===== src/rtl/fifo_uart_tx.sv =====
// FIFO drain stage: pops one word at a time from the byte FIFO and
// serialises each as an 8N1 UART frame on tx. All outputs are registered.
module fifo_uart_tx #(
    parameter int unsigned CLK_FREQ   = 27000000,
    parameter int unsigned BAUD       = 115200,
    parameter int unsigned DATA_WIDTH = 8
) (
    input  logic                  clock,
    input  logic                  reset,
    input  logic                  fifo_empty,
    input  logic [DATA_WIDTH-1:0] fifo_data,
    output logic                  fifo_read_en,
    output logic                  tx,
    output logic                  busy,
    output logic                  frame_done
);

    localparam int unsigned CLKS_PER_BIT = CLK_FREQ / BAUD;
    localparam int unsigned CNT_W = (CLKS_PER_BIT > 1) ? $clog2(CLKS_PER_BIT) : 1;
    localparam int unsigned IDX_W = (DATA_WIDTH > 1) ? $clog2(DATA_WIDTH) : 1;

    localparam logic [CNT_W-1:0] CNT_LAST = CNT_W'(CLKS_PER_BIT - 1);
    localparam logic [IDX_W-1:0] IDX_LAST = IDX_W'(DATA_WIDTH - 1);

    localparam logic [1:0] StIdle  = 2'd0;
    localparam logic [1:0] StStart = 2'd1;
    localparam logic [1:0] StData  = 2'd2;
    localparam logic [1:0] StStop  = 2'd3;

    if (CLKS_PER_BIT < 2) begin : g_bad_baud
        $error("CLK_FREQ / BAUD must be at least 2");
    end

    logic [1:0]            state_q, state_d;
    logic [CNT_W-1:0]      cnt_q, cnt_d;
    logic [IDX_W-1:0]      idx_q, idx_d;
    logic [DATA_WIDTH-1:0] shift_q, shift_d;
    logic                  tx_q, tx_d;
    logic                  rd_q, rd_d;
    logic                  busy_q, busy_d;
    logic                  done_q, done_d;
    logic                  cnt_wrap;

    assign cnt_wrap = (cnt_q == CNT_LAST);

    // Next-state logic: frame sequencing, baud counting and line value.
    always_comb begin
        state_d = state_q;
        cnt_d   = cnt_q;
        idx_d   = idx_q;
        shift_d = shift_q;
        tx_d    = tx_q;
        rd_d    = 1'b0;
        busy_d  = busy_q;
        done_d  = 1'b0;

        case (state_q)
            StIdle: begin
                tx_d = 1'b1;
                // Empty flag is only looked at here, so the FIFO's late
                // flag update after a pop is never seen mid-frame.
                if (!fifo_empty) begin
                    shift_d = fifo_data;
                    rd_d    = 1'b1;
                    tx_d    = 1'b0;
                    busy_d  = 1'b1;
                    cnt_d   = '0;
                    idx_d   = '0;
                    state_d = StStart;
                end
            end
            StStart: begin
                if (cnt_wrap) begin
                    cnt_d   = '0;
                    idx_d   = '0;
                    tx_d    = shift_q[0];
                    state_d = StData;
                end else begin
                    cnt_d = cnt_q + 1'b1;
                end
            end
            StData: begin
                if (cnt_wrap) begin
                    cnt_d = '0;
                    if (idx_q == IDX_LAST) begin
                        idx_d   = '0;
                        tx_d    = 1'b1;
                        state_d = StStop;
                    end else begin
                        idx_d = idx_q + 1'b1;
                        tx_d  = shift_q[idx_d];
                    end
                end else begin
                    cnt_d = cnt_q + 1'b1;
                end
            end
            StStop: begin
                if (cnt_wrap) begin
                    cnt_d   = '0;
                    tx_d    = 1'b1;
                    busy_d  = 1'b0;
                    done_d  = 1'b1;
                    state_d = StIdle;
                end else begin
                    cnt_d = cnt_q + 1'b1;
                end
            end
            default: begin
                cnt_d   = '0;
                idx_d   = '0;
                tx_d    = 1'b1;
                busy_d  = 1'b0;
                state_d = StIdle;
            end
        endcase
    end

    // State registers with synchronous reset; in-flight word is dropped.
    always_ff @(posedge clock) begin
        if (reset) begin
            state_q <= StIdle;
            cnt_q   <= '0;
            idx_q   <= '0;
            shift_q <= '0;
            tx_q    <= 1'b1;
            rd_q    <= 1'b0;
            busy_q  <= 1'b0;
            done_q  <= 1'b0;
        end else begin
            state_q <= state_d;
            cnt_q   <= cnt_d;
            idx_q   <= idx_d;
            shift_q <= shift_d;
            tx_q    <= tx_d;
            rd_q    <= rd_d;
            busy_q  <= busy_d;
            done_q  <= done_d;
        end
    end

    assign fifo_read_en = rd_q;
    assign tx           = tx_q;
    assign busy         = busy_q;
    assign frame_done   = done_q;

endmodule


===== config.mk =====
export PLATFORM = sky130hd
export DESIGN_NAME = fifo_uart_tx
export DESIGN_NICKNAME = d
export VERILOG_FILES = /design/src/rtl/fifo_uart_tx.sv
export SDC_FILE = /design/constraint.sdc
export NUM_CORES = 1
export LEC_CHECK = 0
export ABC_AREA = 1
export CAP_MARGIN = 30
export CORE_AREA = 5 5 56 58
export CTS_CLUSTER_DIAMETER = 40
export DETAILED_ROUTE_END_ITERATION = 10
export DIE_AREA = 0 0 61 63
export PLACE_DENSITY_LB_ADDON = 0.2
export SYNTH_ARGS = -nofsm -noshare
export SYNTH_HDL_FRONTEND = slang
export SYNTH_SLANG_ARGS = --single-unit

===== constraint.sdc =====
create_clock -name clock -period 1.9 [get_ports clock]
set_clock_uncertainty 0.2 [all_clocks]
set_input_delay 0.38 -clock clock [delete_from_list [all_inputs] [get_ports clock]]
set_output_delay 0.38 -clock clock [all_outputs]
set_load 0.01 [all_outputs]

==> metrics.md, run 1 <==
| Metric | Value |
|---|---|
| Synth top area share | `37.3%` |
| PwrDens | `1080 nW/µm²` |
| Top_reg_cell synth | `dfxtp_1` |
| Final setup fails | `0` |
| Area of the core | `2620 µm²` |
| Worst vdd ir | `0.712 mV` |
| Syn Nets | `slightly below 200` |
| Largest net degree at the start of global routing | `14` |
| Worst-Skew Late Latency | `0.31 ns` |
| Status | `completed` |
| Final net count | `214` |
| Die X | `61 µm` |
| Bufs on Longest Clock Path | `2` |
| Placed insts | `220` |
| Routed vias | `1129` |
| Crit path max-delay family | `buffers and inverters` |
| Synth Register Bits | `25` |
| Total track usage | `15.7%` |
| Syn_area_per_cell | `7.67 µm²` |
| Initial antenna violation count | `0` |
| Top-count cell post-synth | `nand2_1` |
| Tcrit/Tclk final | `a little over nine tenths` |
| Register area share after synthesis | `37.3%` |
| Post-DP Area | `1530 µm²` |
| Worst Path Arrival | `1.22 ns` |
| Post-Synthesis Cells | `175` |
| Slowest CP cell | `clkdlybuf4s50_1` |
| Dominant cell type by area after synthesis | `dfxtp_1` |
| Iteration-0 DRC Markers | `50` |
| # Max-Cap Violations | `0` |
| Post-route DRC | `0` |
| Full die area | `3840 µm²` |
| CTS Sinks | `25` |
| Lkg Pwr | `0.674 nW` |
| Hold wc startpoint | `idx_q[1]` |
| CTS root buf | `clkbuf_4` |
| Bufs and invs on worst path | `1` |
| Clk slew on worst S/H paths | `0.13 ns` |
| Critical path capture point type | `output pin` |
| WP data required | `1.32 ns` |
| Post-Layout Inst Area | `between 1500 and 2000 µm²` |
| I/O pins | `15` |
| Slowest cell delay on critical path | `0.54 ns` |
| Routed wire length | `2.60 mm` |
| Final Critical Period | `1.80 ns` |
| Buffers added on ports | `14` |
| CP cell instances | `clkdlybuf4s50_1` |
| Worst Setup Path Type | `reg2out` |
| CTS tree | `done` |
| Layout cell share with drive strength beyond 1 | `12.4%` |
| Final Hold Viols | `0` |
| RR Startpoint | `state_q[0]` |
| Die H | `63 µm` |
| Hold path depth | `2` |
| DRT Pass-1 Iters | `4` |
| Pins Over Slew Limit | `0` |
| RSZ-0062 raised after global routing | `false` |
| Synth Cell Area | `1340 µm²` |
| Syn-to-layout area delta | `15.8%` |
| Worst-path fanout max | `2` |
| WL/cell | `~12 µm` |
| Initial Utilization | `51.3%` |
| TritonCTS Buffers | `3` |
| Yosys cell types | `29` |
| CP Launch Type | `flip-flop` |
| Min-delay worst type | `reg2reg` |
| FP Rows | `19` |
| Worst r2r dst | `state_q[0]` |
| R2R Setup Slk | `0.18 ns` |
| Setup Total Neg Slack | `0 ns` |
| Hold-critical path endpoint | `idx_q[1]` |
| Post-detail-place hpwl | `approximately 2 mm` |
| EDFF count, synth | `0` |
| Synth async-reset ratio | `0%` |
| Peak Freq | `555 MHz` |
| Pwr Total | `1.69 mW` |
| Vias in the first global route | `1124` |
| Worst Max-Slew Pin Slew | `0.332 ns` |
| Cells on worst reg2reg path | `8` |
| Hold-fix buffers, CTS | `0` |
| ANT cells | `0` |
| Synth top cells by count | `34 x nand2_1, 25 x dfxtp_1, 23 x nor2_1` |
| YS warnings | `0` |
| Antenna-violating nets left | `0` |
| Via-per-instance ratio | `5.04` |
| First-pass GRT wire length | `between 4 and 5 mm` |
| Remaining Overflow, GRT | `0` |
| Htree depth | `1` |
| Worst slew margin | `77.8%` |
| Final non-filler cell total | `roughly 220` |
| Routability Congestion | `between 0.7 and 0.8` |
| Area contributors post-synth | `dfxtp_1 37%, nand2_1 9.5%, ha_1 8.4%` |
[tightest hold or removal path, cell delays in order (launching register included)]
cell and delay [ns]:
dfxtp_1 0.33, nand2_1 0.06, a21oi_1 0.06
[how the worst max path moves through the flow]
stage | startpoint | endpoint | slack (ns) | cells after the start
finish | busy | busy | 0.1 | 1
CTS | busy | busy | 0.07 | 1
detailed placement | fifo_empty | cnt_q[7] | 0.09 | 7
global route | state_q[0] | state_q[1] | 0.0009 | 7
global placement | fifo_empty | shift_q[2] | 0.11 | 6
floorplan | state_q[0] | state_q[0] | 0.34 | 8
[placed cells by master, fill, tap and decap left out, types with 2 or more instances in the layout]
| master | netlist | routed |
|---|---|---|
| nand3_1 | 12 | 12 |
| clkdlybuf4s50_1 | 0 | 14 |
| nor2_4 | 3 | 3 |
| nor3_1 | 4 | 4 |
| inv_1 | 20 | 20 |
| nand2_2 | 3 | 3 |
| xor2_1 | 2 | 2 |
| dfxtp_1 | 25 | 25 |
| nand4_1 | 3 | 3 |
| a21oi_1 | 9 | 9 |
| nor2_1 | 23 | 22 |
| inv_2 | 2 | 2 |
| nand2_1 | 34 | 34 |
| nor2_2 | 1 | 2 |
| o21ai_0 | 10 | 10 |
| clkbuf_4 | 0 | 3 |
| buf_4 | 0 | 2 |
| ha_1 | 9 | 9 |
[metrics by stage]
| step | hold WS (ns) | setup slack (ns) | util [%] |
|---|---|---|---|
| 3_5_place_dp | 0.272 | 0.0891 | 58.4 |
| 6_report | 0.291 | 0.0970 | 59.5 |
| 2_1_floorplan | 0.247 | 0.343 | - |
| 5_1_grt | 0.311 | 0.000904 | 59.5 |
| 4_1_cts | 0.291 | 0.0715 | 59.4 |
| 3_3_place_gp | 0.257 | 0.108 | 58.4 |
[metal layers]
metal	track usage [%]	wire, µm	vias to the layer above
met1	20.6	1290	510
met3	3.51	91	4
li1	-	-	599
met2	24.7	1190	16
met4	5.69	34	0
met5	0	0	-
[report_power, final]
group | leakage, nW | total (mW) | switching [mW] | internal (mW)
clock network | 0.0150 | 0.237 | 0.155 | 0.0820
registers | 0.205 | 0.684 | 0.0671 | 0.617
logic | 0.454 | 0.767 | 0.477 | 0.290
total | 0.674 | 1.69 | 0.699 | 0.989
[kinds of logic after synthesis]
| family | synth area share, % |
|---|---|
| simple gates | 34.5 |
| buf+inv | 7.74 |
| flops | 37.3 |
| compound gates | 10.8 |
| fa+ha+maj | 8.39 |
| xor+xnor | 1.30 |
[final cells by class]
cell class	count	area, µm²
tap	31	38.8
timing repair buffer	16	155
inverter	23	93.8
fill	261	1060
clock buffer	4	26.3
sequential	25	500
multi-input combinational	125	741
[sequential cells by signal, indices dropped and copies added, names as in the netlist]
| signal | flops |
|---|---|
| tx | 1 |
| cnt_q | 8 |
| shift_q | 8 |
| state_q | 2 |
| frame_done | 1 |
| idx_q | 3 |
| fifo_read_en | 1 |
| busy | 1 |
[what timing repair did]
| item | 4_1_cts | 5_1_grt |
|---|---|---|
| buffers inserted | 0 | 0 |
| endpoints found under the hold margin | 0 | 0 |
| resized for setup | 0 | 1 |
| endpoints found under the setup margin | 0 | 1 |
No activity file was read; power rests on OpenSTA's default activity.
==> inputs of run 2 (changes only) <==
Settings changed: CORE_AREA 5 5 56 58 to 5 5 44 74, DIE_AREA 0 0 61 63 to 0 0 49 79.
==> metrics.md, run 2 (synthesis results as in run 1) <==
| Metric | Value |
|---|---|
| Hold wc startpoint | `busy` |
| PwrDens | `1140 nW/µm²` |
| Remaining Overflow, GRT | `0` |
| Largest regs | `cnt_q (8), shift_q (8), idx_q (3)` |
| Vias in the first global route | `about 1200` |
| Net Sw Frac | `41.2%` |
| CP Launch Type | `flip-flop` |
| Bufs and invs on worst path | `2` |
| Post-layout util | `60.0%` |
| Initial antenna violation count | `0` |
| Combinational fraction of design power | `44.6%` |
| Buffers added on ports | `14` |
| Final Critical Period | `1.73 ns` |
| Worst slew margin | `79.4%` |
| Crit path from | `state_q[0]` |
| Crit path max-delay family | `compound AO/OA/AOI/OAI gates` |
| Worst vdd ir | `0.611 mV` |
| Routed vias | `~1200` |
| CTS Sinks | `25` |
| Worst-path fanout max | `5` |
| RSZ-0062 raised after global routing | `false` |
| Placed insts | `~220` |
| Bufs on Longest Clock Path | `2` |
| Post-detail-place hpwl | `2.41 mm` |
| CTS tree | `done` |
| Min-delay worst type | `reg2reg` |
| Area of the core | `2630 µm²` |
| CP cell instances | `inv_1 -> ha_1 -> inv_2 -> nand2_1 -> o21ai_4 -> nand3_1 -> a21oi_1` |
| Final setup fails | `0` |
| Tcrit/Tclk final | `90.9%` |
| Htree depth | `1` |
| Full die area | `3870 µm²` |
| Peak Freq | `579 MHz` |
| WP data required | `around 1.9 ns` |
| Worst-Skew Late Latency | `0.27 ns` |
| Flop pwr share | `38.2%` |
| Area of the multi-input gates | `~740 µm²` |
| Commonest cells after routing, fill and taps aside | `34 x nand2_1, 24 x dfxtp_1, 23 x nor2_1, 19 x inv_1, 14 x clkdlybuf4s50_1` |
| Setup Total Neg Slack | `0 ns` |
| CTS root buf | `clkbuf_8` |
| Slowest CP cell | `dfxtp_2` |
| TritonCTS Buffers | `3` |
| RR Startpoint | `state_q[0]` |
| Initial Utilization | `51.1%` |
| Slowest cell delay on critical path | `0.37 ns` |
| # fillers | `267` |
| Cell internal pwr | `1.06 mW` |
| Layout cell share with drive strength beyond 1 | `13.9%` |
| Iteration-0 DRC Markers | `26` |
| Worst r2r dst | `state_q[0]` |
| Lkg Pwr | `around 0.69 nW` |
| First-pass GRT wire length | `5.11 mm` |
| Final net count | `215` |
| Post-CTS Setup Inserts | `0` |
| Largest net degree at the start of global routing | `15` |
| I/O pins | `15` |
| Routability Congestion | `0.882` |
| Worst Path Arrival | `1.72 ns` |
| Die H | `79 µm` |
| WL/cell | `about 13 µm` |
| FP Rows | `25` |
| Antenna-violating nets left | `0` |
| Critical path destination | `state_q[0]` |
| Critical path capture point type | `flip-flop` |
| FF/Latch Area | `about 500 µm²` |
| Syn-to-layout area delta | `17.4%` |
| Final Hold Viols | `0` |
| Worst Setup Path Type | `reg2reg` |
| Net Switching | `741 µW` |
| R2R Setup Slk | `between 0.15 and 0.2 ns` |
| CP Depth | `7` |
| # Max-Cap Violations | `0` |
| Cells on worst reg2reg path | `7` |
| Pwr Total | `1.80 mW` |
| Routed wire length | `2.98 mm` |
| Clock power frac | `17.2%` |
| Post-route DRC | `0` |
| Final non-filler cell total | `221` |
| ANT cells | `0` |
| Die X | `a little under 50 µm` |
| Worst Max-Slew Pin Slew | `0.309 ns` |
| Status | `completed` |
| DRT Pass-1 Iters | `4` |
| Pins Over Slew Limit | `0` |
| Total track usage | `16.7%` |
| Via-per-instance ratio | `5.39` |
| Commonest non-fill, non-tap cell in the layout | `nand2_1` |
| Clk slew on worst S/H paths | `0.09 ns` |
| Worst hold margin | `~0.27 ns` |
==> run 2: area by class of cell <==
class                   instances  area share (%)
multi-input cells             125            46.8
flip-flops and latches         25            31.8
repair buffers                 17            10.3
inverters                      23            5.95
clock buffers                   3            2.62
well taps                      27            2.14
clock inverters                 1           0.317
==> run 2: worst register-to-register path, cell delays in order, from the launching register on <==
cell and delay (ns):
dfxtp_2 0.37, inv_1 0.08, ha_1 0.26, inv_2 0.12, nand2_1 0.15, o21ai_4 0.21
nand3_1 0.10, a21oi_1 0.17
==> run 2: power by group through the flow <==
stage,clock [mW],combinational (mW),sequential [mW]
global route,0.345,0.897,0.698
floorplan,0,0.580,0.686
CTS,0.317,0.803,0.684
global placement,0,0.775,0.691
detailed placement,0,0.794,0.696
finish,0.310,0.802,0.686
==> run 2: per-stage QoR <==
stage / worst slack [ns] / cell area (µm²)
after floorplan: 0.343 / 1340
after global placement: 0.0980 / 1530
after detailed placement: 0.0490 / 1530
after CTS: 0.0278 / 1580
after global routing: 0.0394 / 1580
final: 0.174 / 1580
==> run 2: how the worst min path moves through the flow <==
stage / end / slack, ns / cells after the start
global placement: idx_q[1] / 0.26 / 2
global route: busy / 0.30 / 2
detailed placement: busy / 0.26 / 2
finish: busy / 0.27 / 2
CTS: busy / 0.27 / 2
floorplan: idx_q[1] / 0.25 / 2
==> run 2: per-layer routing <==
metal  GRT usage, %  routed length (µm)
met5              0                   0
met4           7.82                 109
met3           2.81                 113
met2           34.2                1720
met1           14.8                1040
==> run 2: what timing repair did <==
action,in CTS,in global routing
resized for setup,0,2
hold buffers,0,0
setup endpoints to repair,0,3
==> inputs of run 3 (changes only) <==
Settings changed: CTS_CLUSTER_DIAMETER 40 to default.
==> results of run 3 <==
No change in the layout: final DEF, timing and power equal those of run 2.
